==> config.mk <==
export PLATFORM = sky130hd
export DESIGN_NAME = alu_issue_ctrl_flat
export DESIGN_NICKNAME = d
export VERILOG_FILES = /design/src/rtl/alu_pkg.sv /design/src/rtl/alu_issue_ctrl_if.sv /design/src/rtl/alu_issue_ctrl.sv /design/src/flat_wrapper.sv
export SDC_FILE = /design/constraint.sdc
export NUM_CORES = 1
export LEC_CHECK = 0
export BUFFER_PORTS_ARGS = -buffer_cell sky130_fd_sc_hd__buf_4
export CAP_MARGIN = 20
export CORE_MARGIN = 1.5
export CORE_UTILIZATION = 54
export CTS_BUF_LIST = sky130_fd_sc_hd__clkbuf_2
export DETAILED_ROUTE_END_ITERATION = 16
export GPL_TIMING_DRIVEN = 0
export PLACE_DENSITY = 0.83
export SLEW_MARGIN = 20
export SYNTH_ARGS = -nofsm -noshare
export SYNTH_HDL_FRONTEND = slang
export SYNTH_SLANG_ARGS = --single-unit
==> constraint.sdc <==
create_clock -name clock -period 2.2 [get_ports clock]
set_input_delay 0.33 -clock clock [delete_from_list [all_inputs] [get_ports clock]]
set_output_delay 0.33 -clock clock [all_outputs]
set_load 0.005 [all_outputs]
==> src/rtl/alu_pkg.sv <==
// Shared ALU encodings, request opcodes, flag positions and issue-FSM states.
// Imported by the issue controller and its handshake interface users.
package alu_pkg;

  localparam logic [3:0] I_ADD_1  = 4'h0;
  localparam logic [3:0] I_SUB_1  = 4'h1;
  localparam logic [3:0] I_ADD_AB = 4'h2;
  localparam logic [3:0] I_SUB_AB = 4'h3;
  localparam logic [3:0] I_ABS_A  = 4'h4;
  localparam logic [3:0] I_NEG_A  = 4'h5;
  localparam logic [3:0] I_NEG_B  = 4'h7;
  localparam logic [3:0] I_AND_AB = 4'h8;
  localparam logic [3:0] I_OR_AB  = 4'h9;
  localparam logic [3:0] I_XOR_AB = 4'hA;
  localparam logic [3:0] I_NOT_B  = 4'hB;
  localparam logic [3:0] I_A      = 4'hC;
  localparam logic [3:0] I_NOT_A  = 4'hD;
  localparam logic [3:0] I_0      = 4'hE;
  localparam logic [3:0] I_1      = 4'hF;

  typedef enum logic [1:0] {
    OP_SINGLE = 2'b00,
    OP_ADD    = 2'b01,
    OP_SUB    = 2'b10,
    OP_ILL    = 2'b11
  } op_e;

  localparam int F_ERR   = 3;
  localparam int F_RSVD  = 3;
  localparam int F_ZERO  = 2;
  localparam int F_CARRY = 1;
  localparam int F_OVF   = 0;

  typedef enum logic [2:0] {
    S_IDLE,
    S_STEP_LO,
    S_STEP_HI,
    S_STEP_FIX,
    S_RSP
  } state_e;

  function automatic logic [3:0] wide_inst(op_e op);
    return (op == OP_SUB) ? I_SUB_AB : I_ADD_AB;
  endfunction

endpackage

==> src/rtl/alu_issue_ctrl_if.sv <==
// Request/response valid-ready bundle between a requester and the
// ALU issue controller.
interface alu_issue_ctrl_if;
  logic        req_valid;
  logic        req_ready;
  logic [1:0]  req_op;
  logic [3:0]  req_inst;
  logic [63:0] req_a;
  logic [63:0] req_b;
  logic        rsp_valid;
  logic        rsp_ready;
  logic [63:0] rsp_z;
  logic [3:0]  rsp_flags;

  modport master (
    output req_valid, req_op, req_inst,
    output req_a, req_b, rsp_ready,
    input  req_ready, rsp_valid,
    input  rsp_z, rsp_flags
  );

  modport slave (
    input  req_valid, req_op, req_inst,
    input  req_a, req_b, rsp_ready,
    output req_ready, rsp_valid,
    output rsp_z, rsp_flags
  );
endinterface

==> src/rtl/alu_issue_ctrl.sv <==
// Issues single and 64-bit add/sub requests to a 32-bit ALU without
// carry-in; wide ops run lo, hi and an optional +/-1 fix-up step.
module alu_issue_ctrl
  import alu_pkg::*;
#(
  parameter int unsigned ALU_LAT = 1
) (
  input  logic             clock,
  input  logic             reset_n,
  alu_issue_ctrl_if.slave  bus,
  output logic [31:0]      alu_a,
  output logic [31:0]      alu_b,
  output logic [3:0]       alu_inst,
  input  logic [31:0]      alu_z,
  input  logic [3:0]       alu_flags
);

  localparam int CW = $clog2(ALU_LAT + 2);
  localparam logic [CW-1:0] LAT = CW'(ALU_LAT);

  state_e      state_q, state_d;
  logic [CW-1:0] cnt_q, cnt_d;
  op_e         op_q, op_d;
  logic [31:0] ahi_q, ahi_d;
  logic [31:0] bhi_q, bhi_d;
  logic [31:0] lo_q, lo_d;
  logic        zlo_q, zlo_d;
  logic        clo_q, clo_d;
  logic        c1_q, c1_d;
  logic        v1_q, v1_d;
  logic        req_ready_q, req_ready_d;
  logic        rsp_valid_q, rsp_valid_d;
  logic [63:0] rsp_z_q, rsp_z_d;
  logic [3:0]  rsp_flags_q, rsp_flags_d;
  logic [31:0] alu_a_q, alu_a_d;
  logic [31:0] alu_b_q, alu_b_d;
  logic [3:0]  alu_inst_q, alu_inst_d;
  logic        done;
  logic        fix;
  logic        carry;
  logic        unused_rsvd;

  assign unused_rsvd = alu_flags[F_RSVD];

  always_comb begin
    state_d     = state_q;
    cnt_d       = cnt_q;
    op_d        = op_q;
    ahi_d       = ahi_q;
    bhi_d       = bhi_q;
    lo_d        = lo_q;
    zlo_d       = zlo_q;
    clo_d       = clo_q;
    c1_d        = c1_q;
    v1_d        = v1_q;
    req_ready_d = req_ready_q;
    rsp_valid_d = rsp_valid_q;
    rsp_z_d     = rsp_z_q;
    rsp_flags_d = rsp_flags_q;
    alu_a_d     = alu_a_q;
    alu_b_d     = alu_b_q;
    alu_inst_d  = alu_inst_q;
    fix         = 1'b0;
    carry       = 1'b0;
    done        = (cnt_q == '0);

    unique case (state_q)
      S_IDLE: begin
        if (bus.req_valid && req_ready_q) begin
          op_d        = op_e'(bus.req_op);
          ahi_d       = bus.req_a[63:32];
          bhi_d       = bus.req_b[63:32];
          cnt_d       = LAT;
          req_ready_d = 1'b0;
          alu_a_d     = bus.req_a[31:0];
          alu_b_d     = bus.req_b[31:0];
          state_d     = S_STEP_LO;
          unique case (op_e'(bus.req_op))
            OP_SINGLE: alu_inst_d = bus.req_inst;
            OP_ADD:    alu_inst_d = I_ADD_AB;
            OP_SUB:    alu_inst_d = I_SUB_AB;
            OP_ILL: begin
              alu_a_d     = '0;
              alu_b_d     = '0;
              rsp_z_d     = '0;
              rsp_flags_d = 4'b1000;
              rsp_valid_d = 1'b1;
              state_d     = S_RSP;
            end
            default: ;
          endcase
        end
      end

      S_STEP_LO: begin
        if (!done) begin
          cnt_d = cnt_q - CW'(1);
        end else if (op_q == OP_SINGLE) begin
          rsp_z_d     = {32'b0, alu_z};
          rsp_flags_d = {1'b0, alu_flags[2:0]};
          rsp_valid_d = 1'b1;
          alu_a_d     = '0;
          alu_b_d     = '0;
          alu_inst_d  = I_ADD_AB;
          state_d     = S_RSP;
        end else begin
          lo_d       = alu_z;
          zlo_d      = alu_flags[F_ZERO];
          clo_d      = alu_flags[F_CARRY];
          alu_a_d    = ahi_q;
          alu_b_d    = bhi_q;
          alu_inst_d = wide_inst(op_q);
          cnt_d      = LAT;
          state_d    = S_STEP_HI;
        end
      end

      S_STEP_HI: begin
        if (!done) begin
          cnt_d = cnt_q - CW'(1);
        end else begin
          c1_d = alu_flags[F_CARRY];
          v1_d = alu_flags[F_OVF];
          // sub carry is no-borrow, so a clear lo carry means borrow
          fix  = (op_q == OP_ADD) ? clo_q : !clo_q;
          if (fix) begin
            alu_a_d    = alu_z;
            alu_b_d    = '0;
            alu_inst_d = (op_q == OP_ADD) ? I_ADD_1 : I_SUB_1;
            cnt_d      = LAT;
            state_d    = S_STEP_FIX;
          end else begin
            rsp_z_d     = {alu_z, lo_q};
            rsp_flags_d = {1'b0, zlo_q & alu_flags[F_ZERO],
                           alu_flags[F_CARRY], alu_flags[F_OVF]};
            rsp_valid_d = 1'b1;
            alu_a_d     = '0;
            alu_b_d     = '0;
            alu_inst_d  = I_ADD_AB;
            state_d     = S_RSP;
          end
        end
      end

      S_STEP_FIX: begin
        if (!done) begin
          cnt_d = cnt_q - CW'(1);
        end else begin
          carry = (op_q == OP_ADD) ?
                  (c1_q | alu_flags[F_CARRY]) :
                  (c1_q & alu_flags[F_CARRY]);
          rsp_z_d     = {alu_z, lo_q};
          rsp_flags_d = {1'b0, zlo_q & alu_flags[F_ZERO],
                         carry, v1_q ^ alu_flags[F_OVF]};
          rsp_valid_d = 1'b1;
          alu_a_d     = '0;
          alu_b_d     = '0;
          alu_inst_d  = I_ADD_AB;
          state_d     = S_RSP;
        end
      end

      S_RSP: begin
        if (bus.rsp_ready) begin
          rsp_valid_d = 1'b0;
          req_ready_d = 1'b1;
          state_d     = S_IDLE;
        end
      end

      default: state_d = S_IDLE;
    endcase
  end

  always_ff @(posedge clock or negedge reset_n) begin
    if (!reset_n) begin
      state_q     <= S_IDLE;
      cnt_q       <= '0;
      op_q        <= OP_SINGLE;
      ahi_q       <= '0;
      bhi_q       <= '0;
      lo_q        <= '0;
      zlo_q       <= 1'b0;
      clo_q       <= 1'b0;
      c1_q        <= 1'b0;
      v1_q        <= 1'b0;
      req_ready_q <= 1'b1;
      rsp_valid_q <= 1'b0;
      rsp_z_q     <= '0;
      rsp_flags_q <= '0;
      alu_a_q     <= '0;
      alu_b_q     <= '0;
      alu_inst_q  <= I_ADD_AB;
    end else begin
      state_q     <= state_d;
      cnt_q       <= cnt_d;
      op_q        <= op_d;
      ahi_q       <= ahi_d;
      bhi_q       <= bhi_d;
      lo_q        <= lo_d;
      zlo_q       <= zlo_d;
      clo_q       <= clo_d;
      c1_q        <= c1_d;
      v1_q        <= v1_d;
      req_ready_q <= req_ready_d;
      rsp_valid_q <= rsp_valid_d;
      rsp_z_q     <= rsp_z_d;
      rsp_flags_q <= rsp_flags_d;
      alu_a_q     <= alu_a_d;
      alu_b_q     <= alu_b_d;
      alu_inst_q  <= alu_inst_d;
    end
  end

  assign bus.req_ready = req_ready_q;
  assign bus.rsp_valid = rsp_valid_q;
  assign bus.rsp_z     = rsp_z_q;
  assign bus.rsp_flags = rsp_flags_q;
  assign alu_a         = alu_a_q;
  assign alu_b         = alu_b_q;
  assign alu_inst      = alu_inst_q;

endmodule

==> src/flat_wrapper.sv <==
// flat-port wrapper written by rule: the top's interface ports become plain ports
module alu_issue_ctrl_flat import alu_pkg::*;
#(
  parameter int unsigned ALU_LAT = 1
)
  (clock, reset_n, alu_a, alu_b, alu_inst, alu_z, alu_flags, bus_req_valid, bus_req_op, bus_req_inst, bus_req_a, bus_req_b, bus_rsp_ready, bus_req_ready, bus_rsp_valid, bus_rsp_z, bus_rsp_flags);
  alu_issue_ctrl_if bus_i ();
  input  logic clock;
  input  logic reset_n;
  output logic [31:0] alu_a;
  output logic [31:0] alu_b;
  output logic [3:0] alu_inst;
  input  logic [31:0] alu_z;
  input  logic [3:0] alu_flags;
  input wire logic [$bits(bus_i.req_valid)-1:0] bus_req_valid;
  input wire logic [$bits(bus_i.req_op)-1:0] bus_req_op;
  input wire logic [$bits(bus_i.req_inst)-1:0] bus_req_inst;
  input wire logic [$bits(bus_i.req_a)-1:0] bus_req_a;
  input wire logic [$bits(bus_i.req_b)-1:0] bus_req_b;
  input wire logic [$bits(bus_i.rsp_ready)-1:0] bus_rsp_ready;
  output wire logic [$bits(bus_i.req_ready)-1:0] bus_req_ready;
  output wire logic [$bits(bus_i.rsp_valid)-1:0] bus_rsp_valid;
  output wire logic [$bits(bus_i.rsp_z)-1:0] bus_rsp_z;
  output wire logic [$bits(bus_i.rsp_flags)-1:0] bus_rsp_flags;
  assign bus_i.req_valid = bus_req_valid;
  assign bus_i.req_op = bus_req_op;
  assign bus_i.req_inst = bus_req_inst;
  assign bus_i.req_a = bus_req_a;
  assign bus_i.req_b = bus_req_b;
  assign bus_i.rsp_ready = bus_rsp_ready;
  assign bus_req_ready = bus_i.req_ready;
  assign bus_rsp_valid = bus_i.rsp_valid;
  assign bus_rsp_z = bus_i.rsp_z;
  assign bus_rsp_flags = bus_i.rsp_flags;
  alu_issue_ctrl #(.ALU_LAT(ALU_LAT)) u_core (.clock(clock), .reset_n(reset_n), .bus(bus_i), .alu_a(alu_a), .alu_b(alu_b), .alu_inst(alu_inst), .alu_z(alu_z), .alu_flags(alu_flags));
endmodule
==> impl_metrics.json <==
{
  "grt_pass1_wl_mm": 57.7,
  "vias": 10285,
  "insertion_delay_ps": 860,
  "initial_core_util": 0.554,
  "power_density_nw_per_um2": 985,
  "period_minus_slack_ps": 2190,
  "clock-sinks": 245,
  "drive_above_1_share": 0.402,
  "syn_nets": 1084,
  "drt_iter0_drc": 684,
  "hpwl_mm": 23.3,
  "rows": 51,
  "gp_congestion": 0.886,
  "path_class": "register to register",
  "synth_area_um2": 10900,
  "antenna_left": 0,
  "pre_cts_ws_ps": -107,
  "tightestPinTransition_ps": 630,
  "synth_async_sr_flop_share": 1.00,
  "antenna_found_initial": 2,
  "gr-total-overflow": 0,
  "die_area_um2": 21000,
  "postSynthCellCount": 903,
  "io_pins": 312,
  "die_h_um": 145,
  "whs_path_depth": 3,
  "max_slew_margin": 0.580,
  "track_usage": 0.368,
  "synth_top_area_cell": "dfrtp_1",
  "crit_required_ps": 2920,
  "nFillCells": 1123,
  "firstDrtPassIters": 5,
  "r2r_cells": 6,
  "synth.distinct_cells": 50,
  "ys_ff_latch": 245,
  "critPathMaxFanout": 10,
  "coreArea_um2": 19600,
  "hp-class": "input pin to register",
  "area_delta_synth_final_pct": 47.4,
  "status": "completed",
  "start_kind": "register",
  "clk_pin_slew_worst_paths_ps": 110,
  "grt_pass1_vias": 10922,
  "final_hold_viol_count": 0,
  "final_cells": 1767,
  "yosysWarnings": 0,
  "seq_area_um2": 6130,
  "finalSetupViolations": 0,
  "nets": 1641,
  "synth_area_per_cell_um2": 12.0,
  "portBuffers": 310,
  "h-tree-depth": 2,
  "yosys-top-cells-area": "dfrtp_1, mux2_2, a221oi_1, mux2i_1, a22o_1",
  "max-vdd-ir-drop_uv": 588,
  "remaining_drc_errors": 0,
  "cts_tree": "done",
  "power_leakage_nw": 8.12,
  "grt_max_degree": 97,
  "clock.fmax_ghz": 0.457,
  "setup_slack_ps": 9.77,
  "dp_cells": 1480,
  "fin_tns_setup_ps": 0,
  "ys.flop_type": "dfrtp_1",
  "synth-seq-area-share": 0.565,
  "die_x_um": 145,
  "routed_wl_mm": 38.8,
  "period_share": 0.996,
  "total_power_mw": 15.8,
  "fin_skew_ps": 77.2,
  "placed_area_um2": 13600,
  "cap_violations": 0,
  "cts_inserted_buffers": 60,
  "maxSlewViolCount": 0,
  "root_buffer": "clkbuf_2",
  "multiInputGateArea_um2": 4250,
  "setup.worst_path.end_class": "register",
  "synth_edf_count": 0,
  "fin_area_um2": 16000,
  "via_per_inst": 5.82,
  "max-clock-path-buffers": 3,
  "crit_arrival_ps": 2910,
  "yosysTopAreaCellShare": 0.560,
  "wl_per_cell_um": 22.0
}
-- kinds of logic (layout without fill, tap and decap cells) --
group | count (synthesis) | after routing | synth area share
flip-flops | 245 | 245 | 0.565
AO/OA/AOI/OAI | 192 | 192 | 0.136
AND/OR/NAND/NOR | 175 | 175 | 0.0703
multiplexers | 170 | 170 | 0.172
buffers and inverters | 114 | 710 | 0.0485
adder cells (fa/ha/maj) | 7 | 7 | 0.00807
other | 0 | 3 | 0
-- state kept, by name, summed over array words and instances, names as in the netlist, 2 cells and up --
signal                count
u_core.bus.rsp_z         64
u_core.ahi_q             32
u_core.alu_a             32
u_core.alu_b             32
u_core.bhi_q             32
u_core.lo_q              32
u_core.alu_inst           4
u_core.bus.rsp_flags      4
u_core.state_q            3
u_core.cnt_q              2
u_core.op_q               2
-- cell usage in the layout, fill, tap and decap left out, types with 7 or more instances in the layout --
cell type,n
buf_4,324
a21oi_1,38
nor2_1,70
clkbuf_2,97
mux2i_1,34
dlygate4sd3_1,174
o21ai_0,7
nand2_1,77
a221oi_1,63
clkbuf_4,7
mux2_2,125
inv_1,43
a22o_1,33
o31ai_1,32
buf_2,21
dfrtp_1,243
mux2_1,11
clkinv_1,9
clkbuf_1,18
-- area by class of cell --
| type | instances | share of cell area |
|---|---|---|
| antenna | 3 | 0.000469 |
| buffer | 71 | 0.0260 |
| clock buffer | 91 | 0.0285 |
| clock inverter | 10 | 0.00258 |
| inverter | 43 | 0.0101 |
| multi-input combinational | 544 | 0.265 |
| sequential | 245 | 0.383 |
| tap | 265 | 0.0207 |
| timing repair buffer | 495 | 0.263 |
-- worst max-delay path, cell delays in order (launching register included) --
cell      delay, ps
dfrtp_1         480
nor2_2          360
or2_2           180
clkbuf_1        260
clkbuf_2        360
a221oi_1        140
o31ai_1         340
-- path summary, 6_finish.rpt --
path | start | to | slack, ps
max reg2reg | u_core.state_q[1] | u_core.alu_a[9] | 10
min | bus_req_a[49] | u_core.ahi_q[17] | 250
max | u_core.state_q[1] | u_core.alu_a[9] | 10
min in group asynchronous | reset_n | u_core.bhi_q[17] | 570
min reg2reg | u_core.alu_a[31] | u_core.alu_a[31] | 490
max in group asynchronous | reset_n | u_core.bus.rsp_z[62] | 210
-- synth_stat cells, types with 2 or more instances --
cell,count
buf_2,31
a32oi_1,2
nor3b_1,3
a22o_1,33
inv_1,43
buf_1,6
mux2i_1,34
a21oi_1,38
a2bb2oi_1,2
a32o_1,2
or2_2,2
ha_1,7
a22oi_1,2
nand2_1,77
buf_4,6
nand2b_1,5
buf_6,5
dfstp_2,2
o31ai_1,32
nand4b_1,2
a221oi_1,64
clkbuf_1,23
dfrtp_1,243
mux2_2,125
nand3_1,2
mux2_1,11
nor2_1,71
nor2b_1,2
o21ai_0,7
-- per-layer routing --
| metal | track usage | part of all wire |
|---|---|---|
| met4 | 0.242 | 0.059 |
| met5 | 0 | 0 |
| met2 | 0.620 | 0.50 |
| met1 | 0.420 | 0.38 |
| met3 | 0.0829 | 0.064 |
-- power by group --
group | switching, mW | total [mW] | internal [mW]
logic | 3.11 | 6.18 | 3.07
clock network | 1.88 | 2.96 | 1.08
registers | 0.840 | 6.62 | 5.78
total | 5.83 | 15.8 | 9.93
-- repair_timing --
action                                  CTS  global route
hold buffers                            174             0
resized for setup                         5            31
hold endpoints to repair                485             0
pin swaps                                 1             4
endpoints found under the setup margin   60           125
buffers inserted                          3             6
-- through the flow --
step,util,hold WS [ps]
3_3_place_gp,0.690,463
6_report,0.817,249
4_1_cts,0.809,180
5_1_grt,0.817,193
3_5_place_dp,0.693,327
2_1_floorplan,-,34.4
No activity file was read; power rests on OpenSTA's default activity.
